File: src/rtl/seg_codes_pkg.sv
// Shared definitions for the segment-pattern reader: the sixteen active-low
// seven-segment codes (bit0 = a .. bit6 = g) and the reader FSM encoding.
package seg_codes_pkg;

    localparam logic [6:0] SEG_0 = 7'h40;
    localparam logic [6:0] SEG_1 = 7'h79;
    localparam logic [6:0] SEG_2 = 7'h24;
    localparam logic [6:0] SEG_3 = 7'h30;
    localparam logic [6:0] SEG_4 = 7'h19;
    localparam logic [6:0] SEG_5 = 7'h12;
    localparam logic [6:0] SEG_6 = 7'h02;
    localparam logic [6:0] SEG_7 = 7'h78;
    localparam logic [6:0] SEG_8 = 7'h00;
    localparam logic [6:0] SEG_9 = 7'h18;
    localparam logic [6:0] SEG_A = 7'h08;
    localparam logic [6:0] SEG_B = 7'h03;
    localparam logic [6:0] SEG_C = 7'h46;
    localparam logic [6:0] SEG_D = 7'h21;
    localparam logic [6:0] SEG_E = 7'h06;
    localparam logic [6:0] SEG_F = 7'h0E;

    typedef enum logic {
        COLLECT = 1'b0,
        DONE    = 1'b1
    } reader_state_e;

endpackage

File: src/rtl/seg_pattern_lookup.sv
// Combinational inverse of the hex display decoder: maps one active-low
// segment pattern back to its nibble. Anything outside the sixteen known
// glyphs reports known=0 and a nibble of zero.
module seg_pattern_lookup
    import seg_codes_pkg::*;
(
    input  logic [6:0] seg,
    output logic [3:0] nib,
    output logic       known
);

    // Table lookup; unknown patterns fall through to the default arm
    always_comb begin
        nib   = 4'h0;
        known = 1'b1;
        case (seg)
            SEG_0: nib = 4'h0;
            SEG_1: nib = 4'h1;
            SEG_2: nib = 4'h2;
            SEG_3: nib = 4'h3;
            SEG_4: nib = 4'h4;
            SEG_5: nib = 4'h5;
            SEG_6: nib = 4'h6;
            SEG_7: nib = 4'h7;
            SEG_8: nib = 4'h8;
            SEG_9: nib = 4'h9;
            SEG_A: nib = 4'hA;
            SEG_B: nib = 4'hB;
            SEG_C: nib = 4'hC;
            SEG_D: nib = 4'hD;
            SEG_E: nib = 4'hE;
            SEG_F: nib = 4'hF;
            default: begin
                nib   = 4'h0;
                known = 1'b0;
            end
        endcase
    end

endmodule

File: src/rtl/seg_pattern_reader.sv
// Segment-pattern reader: collects NUM_DIGITS active-low segment patterns over
// a valid/ready handshake, converts each back to a nibble and packs them, first
// digit in the top nibble, into one word held until the consumer takes it.
// Optional feature: define SEG_READER_TIMEOUT_EN to drop a partial word after
// TIMEOUT_CYCLES idle cycles between digits.
module seg_pattern_reader
    import seg_codes_pkg::*;
#(
    parameter int NUM_DIGITS     = 4,
    parameter int TIMEOUT_CYCLES = 1000
) (
    input  logic                    CLOCK_50,
    input  logic                    reset,
    input  logic [6:0]              seg_in,
    input  logic                    seg_valid,
    output logic                    seg_ready,
    output logic [4*NUM_DIGITS-1:0] value,
    output logic                    bad_digit,
    output logic                    out_valid,
    input  logic                    out_ready
);

    localparam int W  = 4 * NUM_DIGITS;
    localparam int CW = $clog2(NUM_DIGITS + 1);
    localparam logic [CW-1:0] LAST_IDX = CW'(NUM_DIGITS - 1);

    reader_state_e state_q, state_d;
    logic [W-1:0]  value_q, value_d;
    logic          bad_q, bad_d;
    logic [CW-1:0] count_q, count_d;

    logic [3:0] lookup_nib;
    logic       lookup_known;
    logic       accept;
    logic       last_digit;
    logic       handshake;
    logic       timeout_expire;

    seg_pattern_lookup u_lookup (
        .seg   (seg_in),
        .nib   (lookup_nib),
        .known (lookup_known)
    );

    assign accept     = seg_valid & seg_ready;
    assign last_digit = (count_q == LAST_IDX);
    assign handshake  = out_valid & out_ready;

`ifdef SEG_READER_TIMEOUT_EN
    localparam int TW = $clog2(TIMEOUT_CYCLES + 1);
    localparam logic [TW-1:0] TIMER_LAST = TW'(TIMEOUT_CYCLES - 1);

    logic [TW-1:0] timer_q, timer_d;

    // Idle timer runs only while a partial word is pending; any accept restarts it
    always_comb begin
        timer_d        = '0;
        timeout_expire = 1'b0;
        if ((state_q == COLLECT) && (count_q != '0) && !accept) begin
            if (timer_q == TIMER_LAST) begin
                timeout_expire = 1'b1;
            end else begin
                timer_d = timer_q + 1'b1;
            end
        end
    end

    // Idle timer register
    always_ff @(posedge CLOCK_50 or posedge reset) begin
        if (reset) begin
            timer_q <= '0;
        end else begin
            timer_q <= timer_d;
        end
    end
`else
    // No timer in this build; the parameter is referenced only so that both builds share one port/parameter list
    assign timeout_expire = 1'b0 & (TIMEOUT_CYCLES != 0);
`endif

    // FSM state register
    always_ff @(posedge CLOCK_50 or posedge reset) begin
        if (reset) begin
            state_q <= COLLECT;
        end else begin
            state_q <= state_d;
        end
    end

    // FSM next state: leave COLLECT on the final digit, leave DONE on the consumer handshake
    always_comb begin
        state_d = state_q;
        case (state_q)
            COLLECT: if (accept && last_digit) state_d = DONE;
            DONE:    if (out_ready)            state_d = COLLECT;
            default: state_d = COLLECT;
        endcase
    end

    // FSM outputs: ready to take digits only while collecting, word valid only while done
    always_comb begin
        seg_ready = (state_q == COLLECT);
        out_valid = (state_q == DONE);
    end

    // Datapath next state: shift in on accept, clear flags on handshake, drop the partial word on timeout
    always_comb begin
        value_d = value_q;
        bad_d   = bad_q;
        count_d = count_q;
        if (accept) begin
            value_d = (value_q << 4) | W'(lookup_nib);
            bad_d   = bad_q | ~lookup_known;
            count_d = last_digit ? count_q : count_q + 1'b1;
        end else if (handshake) begin
            bad_d   = 1'b0;
            count_d = '0;
        end else if (timeout_expire) begin
            value_d = '0;
            bad_d   = 1'b0;
            count_d = '0;
        end
    end

    // Datapath registers
    always_ff @(posedge CLOCK_50 or posedge reset) begin
        if (reset) begin
            value_q <= '0;
            bad_q   <= 1'b0;
            count_q <= '0;
        end else begin
            value_q <= value_d;
            bad_q   <= bad_d;
            count_q <= count_d;
        end
    end

    assign value     = value_q;
    assign bad_digit = bad_q;

endmodule
File: config.mk
export PLATFORM = sky130hd
export DESIGN_NAME = seg_pattern_reader
export DESIGN_NICKNAME = d
export VERILOG_FILES = /design/src/rtl/seg_codes_pkg.sv /design/src/rtl/seg_pattern_lookup.sv /design/src/rtl/seg_pattern_reader.sv
export SDC_FILE = /design/constraint.sdc
export NUM_CORES = 1
export LEC_CHECK = 0
export CAP_MARGIN = 20
export CORE_MARGIN = 2
export CORE_UTILIZATION = 34
export CTS_BUF_LIST = sky130_fd_sc_hd__clkbuf_16
export CTS_CLUSTER_SIZE = 30
export DETAILED_ROUTE_END_ITERATION = 6
export GPL_TIMING_DRIVEN = 0
export MAX_ROUTING_LAYER = met4
export PLACE_DENSITY = 0.63
export SYNTH_ARGS = -nofsm -noshare
export SYNTH_HDL_FRONTEND = slang
export SYNTH_SLANG_ARGS = --single-unit
File: constraint.sdc
create_clock -name CLOCK_50 -period 1.7 [get_ports CLOCK_50]
set_input_delay 0.51 -clock CLOCK_50 [delete_from_list [all_inputs] [get_ports CLOCK_50]]
set_output_delay 0.51 -clock CLOCK_50 [all_outputs]
set_load 0.01 [all_outputs]
==> flow_metrics.env <==
export IMPL_tritoncts="built"
export IMPL_setup_viol=0
export IMPL_grt_overflow=0
export IMPL_vias=1169
export IMPL_vdd_ir_drop_max_mv=0.481
export IMPL_synth_area_top_cells="dfrtp_1, nand2_1, nor2_1"
export IMPL_postLayoutSetupSlackWorst_ns=0.0128
export IMPL_synth_distinct_cells=43
export IMPL_synth_most_common_cell="nand2_1"
export IMPL_diodes=0
export IMPL_clock_insertion_delay_worst_skew_ns=0.25
export IMPL_worst_slew_pin_slew_ns=0.797
export IMPL_place_congestion=0.842
export IMPL_ios=30
export IMPL_p_total_w=0.00213
export IMPL_synth_enable_flop_cells=0
export IMPL_layout_nets=199
export IMPL_ys_dominant_reg_cell="dfrtp_1"
export IMPL_synthArstFlopShare_pct=100
export IMPL_crit_fanout=3
export IMPL_pwr_density_cell_mw_per_mm2=1180
export IMPL_grt_max_degree=22
export IMPL_dp_cells=217
export IMPL_clock_sinks=21
export IMPL_ant_nets=0
export IMPL_die_w_um=64.4
export IMPL_coreArea_mm2=0.00342
export IMPL_die_area_mm2=0.00414
export IMPL_post_route_cells_drive_above_1_share_pct=24.3
export IMPL_clockBufferDepth=2
export IMPL_grt_pass1_vias=1158
export IMPL_routed_wl_um=3080
export IMPL_skew_ns=0.00547
export IMPL_slew_headroom_pct=46.8
export IMPL_dp_slack_ns=-0.693
export IMPL_hold_viol=0
export IMPL_cp_top_family="compound AO/OA/AOI/OAI gates"
export IMPL_numCtsBuffers=3
export IMPL_syn_area_mm2=0.00124
export IMPL_slowest_delay_ns=0.37
export IMPL_first_iter_violations=43
export IMPL_drt_wirelength_per_cell_um=13.3
export IMPL_port_buffers=27
export IMPL_yosysTopAreaCellShare_pct=42.4
export IMPL_required_ns=1.84
export IMPL_synthesis_nets=157
export IMPL_dp_hpwl_um=2170
export IMPL_grt_use_total_pct=16.6
export IMPL_avgSynthCellArea_um2=8.60
export IMPL_p_leak_nw=0.974
export IMPL_first_pass_iters=4
export IMPL_synth_cells=144
export IMPL_drc=0
export IMPL_synth_common_cells="nand2_1, dfrtp_1, nor2_1"
export IMPL_fmax_mhz=593
export IMPL_vias_per_cell=5.06
export IMPL_start_util_pct=36.3
export IMPL_crit_type="input pin to flop"
export IMPL_finalNonFillerCells=231
export IMPL_synth_seq_cells=21
export IMPL_fin_tns_setup_ns=0
export IMPL_status="complete, no violations"
export IMPL_clkTransAtPathRegs_ns=0.06
export IMPL_grt_pass1_wl_um=5320
export IMPL_cp_cell_sequence="buf_6 -> nand2b_4 -> or3_4 -> a2111oi_4 -> a311oi_2 -> a32o_1"
export IMPL_period_share_pct=99.2
export IMPL_dieHeight_um=64.4
export IMPL_hold_path_class="flop to flop"
export IMPL_drv_cap=0
export IMPL_antenna_found_initial=0
export IMPL_worst_setup_path_start_kind="input pin"
export IMPL_fillers=337
export IMPL_h_tree_depth=1
export IMPL_seq_area_frac_synth_pct=42.4
export IMPL_arrival_ns=1.82
export IMPL_rsz0062_at_grt="true"
export IMPL_ys_warn_count=0
export IMPL_drv_slew=0
export IMPL_cp_num_buf_inv=1
export IMPL_cpMaxStageDelayCell="or3_4"
export IMPL_rows=21
export IMPL_root_buffer="clkbuf_16"
export IMPL_utilization_pct=52.6
export IMPL_period_needed_ns=1.69
export IMPL_synth_area_leader_cell="dfrtp_1"
export IMPL_end_kind="flop"
export IMPL_syn_to_final_growth_pct=45.2
[cell families after synthesis]
kind of cell	after synthesis	share of synthesized area, %
xor gates and xnor gates	3	2.12
buffers and inverters	16	6.67
and+or+nand+nor	74	29.1
AOI/OAI and AO/OA	26	16.1
muxes	1	0.808
DFF	21	42.4
adders and majority gates	3	2.83
[path summary, 6_finish.rpt]
check	start	endpoint	slack, ns	cells after the start
worst max-delay path	seg_in[2]	bad_digit	0.01	6
worst min-delay path	value[13]	value[13]	0.47	2
worst max register to register	count_q[0]	count_q[2]	0.31	6
worst min register to register	value[13]	value[13]	0.47	2
max in group asynchronous	reset	out_valid	0.41	2
min in group asynchronous	reset	value[12]	0.73	2
[registers in the layout, summed over array words and instances, names as in the netlist]
name / cells
bad_digit: 1
count_q: 3
out_valid: 1
value: 16
[power breakdown]
group          total [W]  switching, W  leakage, nW  internal (W)
clock           0.000493      0.000178       0.0409      0.000316
sequential      0.000781      0.000113        0.270      0.000668
combinational   0.000854      0.000416        0.664      0.000438
[timing repair]
| item | 4_1_cts | 5_1_grt |
|---|---|---|
| hold buffers | 0 | 0 |
| buffers inserted | 9 | 1 |
| endpoints found under the setup margin | 17 | 14 |
| hold endpoints to repair | 0 | 0 |
| pin swaps | 9 | 2 |
| gates resized for setup | 34 | 18 |
[worst reg2reg max path: stages, from the launching register on]
cell and delay, ns:
dfrtp_1 0.40, ha_1 0.21, ha_1 0.20, nor2b_1 0.19, nor2_1 0.05, o21ai_0 0.14, o31ai_1 0.08
[layout make-up]
cell class                      count  area [um2]  area share (%)
Buffer                             10        76.3            4.24
Clock buffer                        3        75.1            4.18
Clock inverter                      1        5.00           0.278
Inverter                            6        22.5            1.25
Multi-Input combinational cell    107         681            37.9
Sequential cell                    21         527            29.3
Tap cell                           46        57.6            3.20
Timing Repair Buffer               37         354            19.7
[per-stage QoR]
step | hold WS, ns | instance area (um2)
finish | 0.473 | 1800
global route | 0.505 | 1800
CTS | 0.477 | 1760
detailed placement | 0.462 | 1570
global placement | 0.459 | 1570
floorplan | 0.473 | 1240
[cells in the final DEF, fill, tap and decap left out, drive strengths merged, types with 2 or more instances in the layout]
cell type and n:
nand2 45, dfrtp 21, buf 21, clkdlybuf4s50 11, dlymetal6s2s 10, nor2 8
clkbuf 7, inv 6, o21ai 6, o22ai 4, nor2b 3, a21oi 3
nor3b 3, xor2 2, nor3 2, nand3 2, a221oi 2, a21o 2
ha 2, nand2b 2, and2b 2, or3 2
[routing by layer]
| metal | vias up | part of all wire, % | GRT usage (%) |
|---|---|---|---|
| li1 | 576 | - | - |
| met1 | 555 | 45 | 20.4 |
| met2 | 36 | 50 | 28.5 |
| met3 | 2 | 3.9 | 2.29 |
| met4 | 0 | 0.78 | 4.79 |
| met5 | - | 0 | - |
Power figures use the tool's default switching activity.
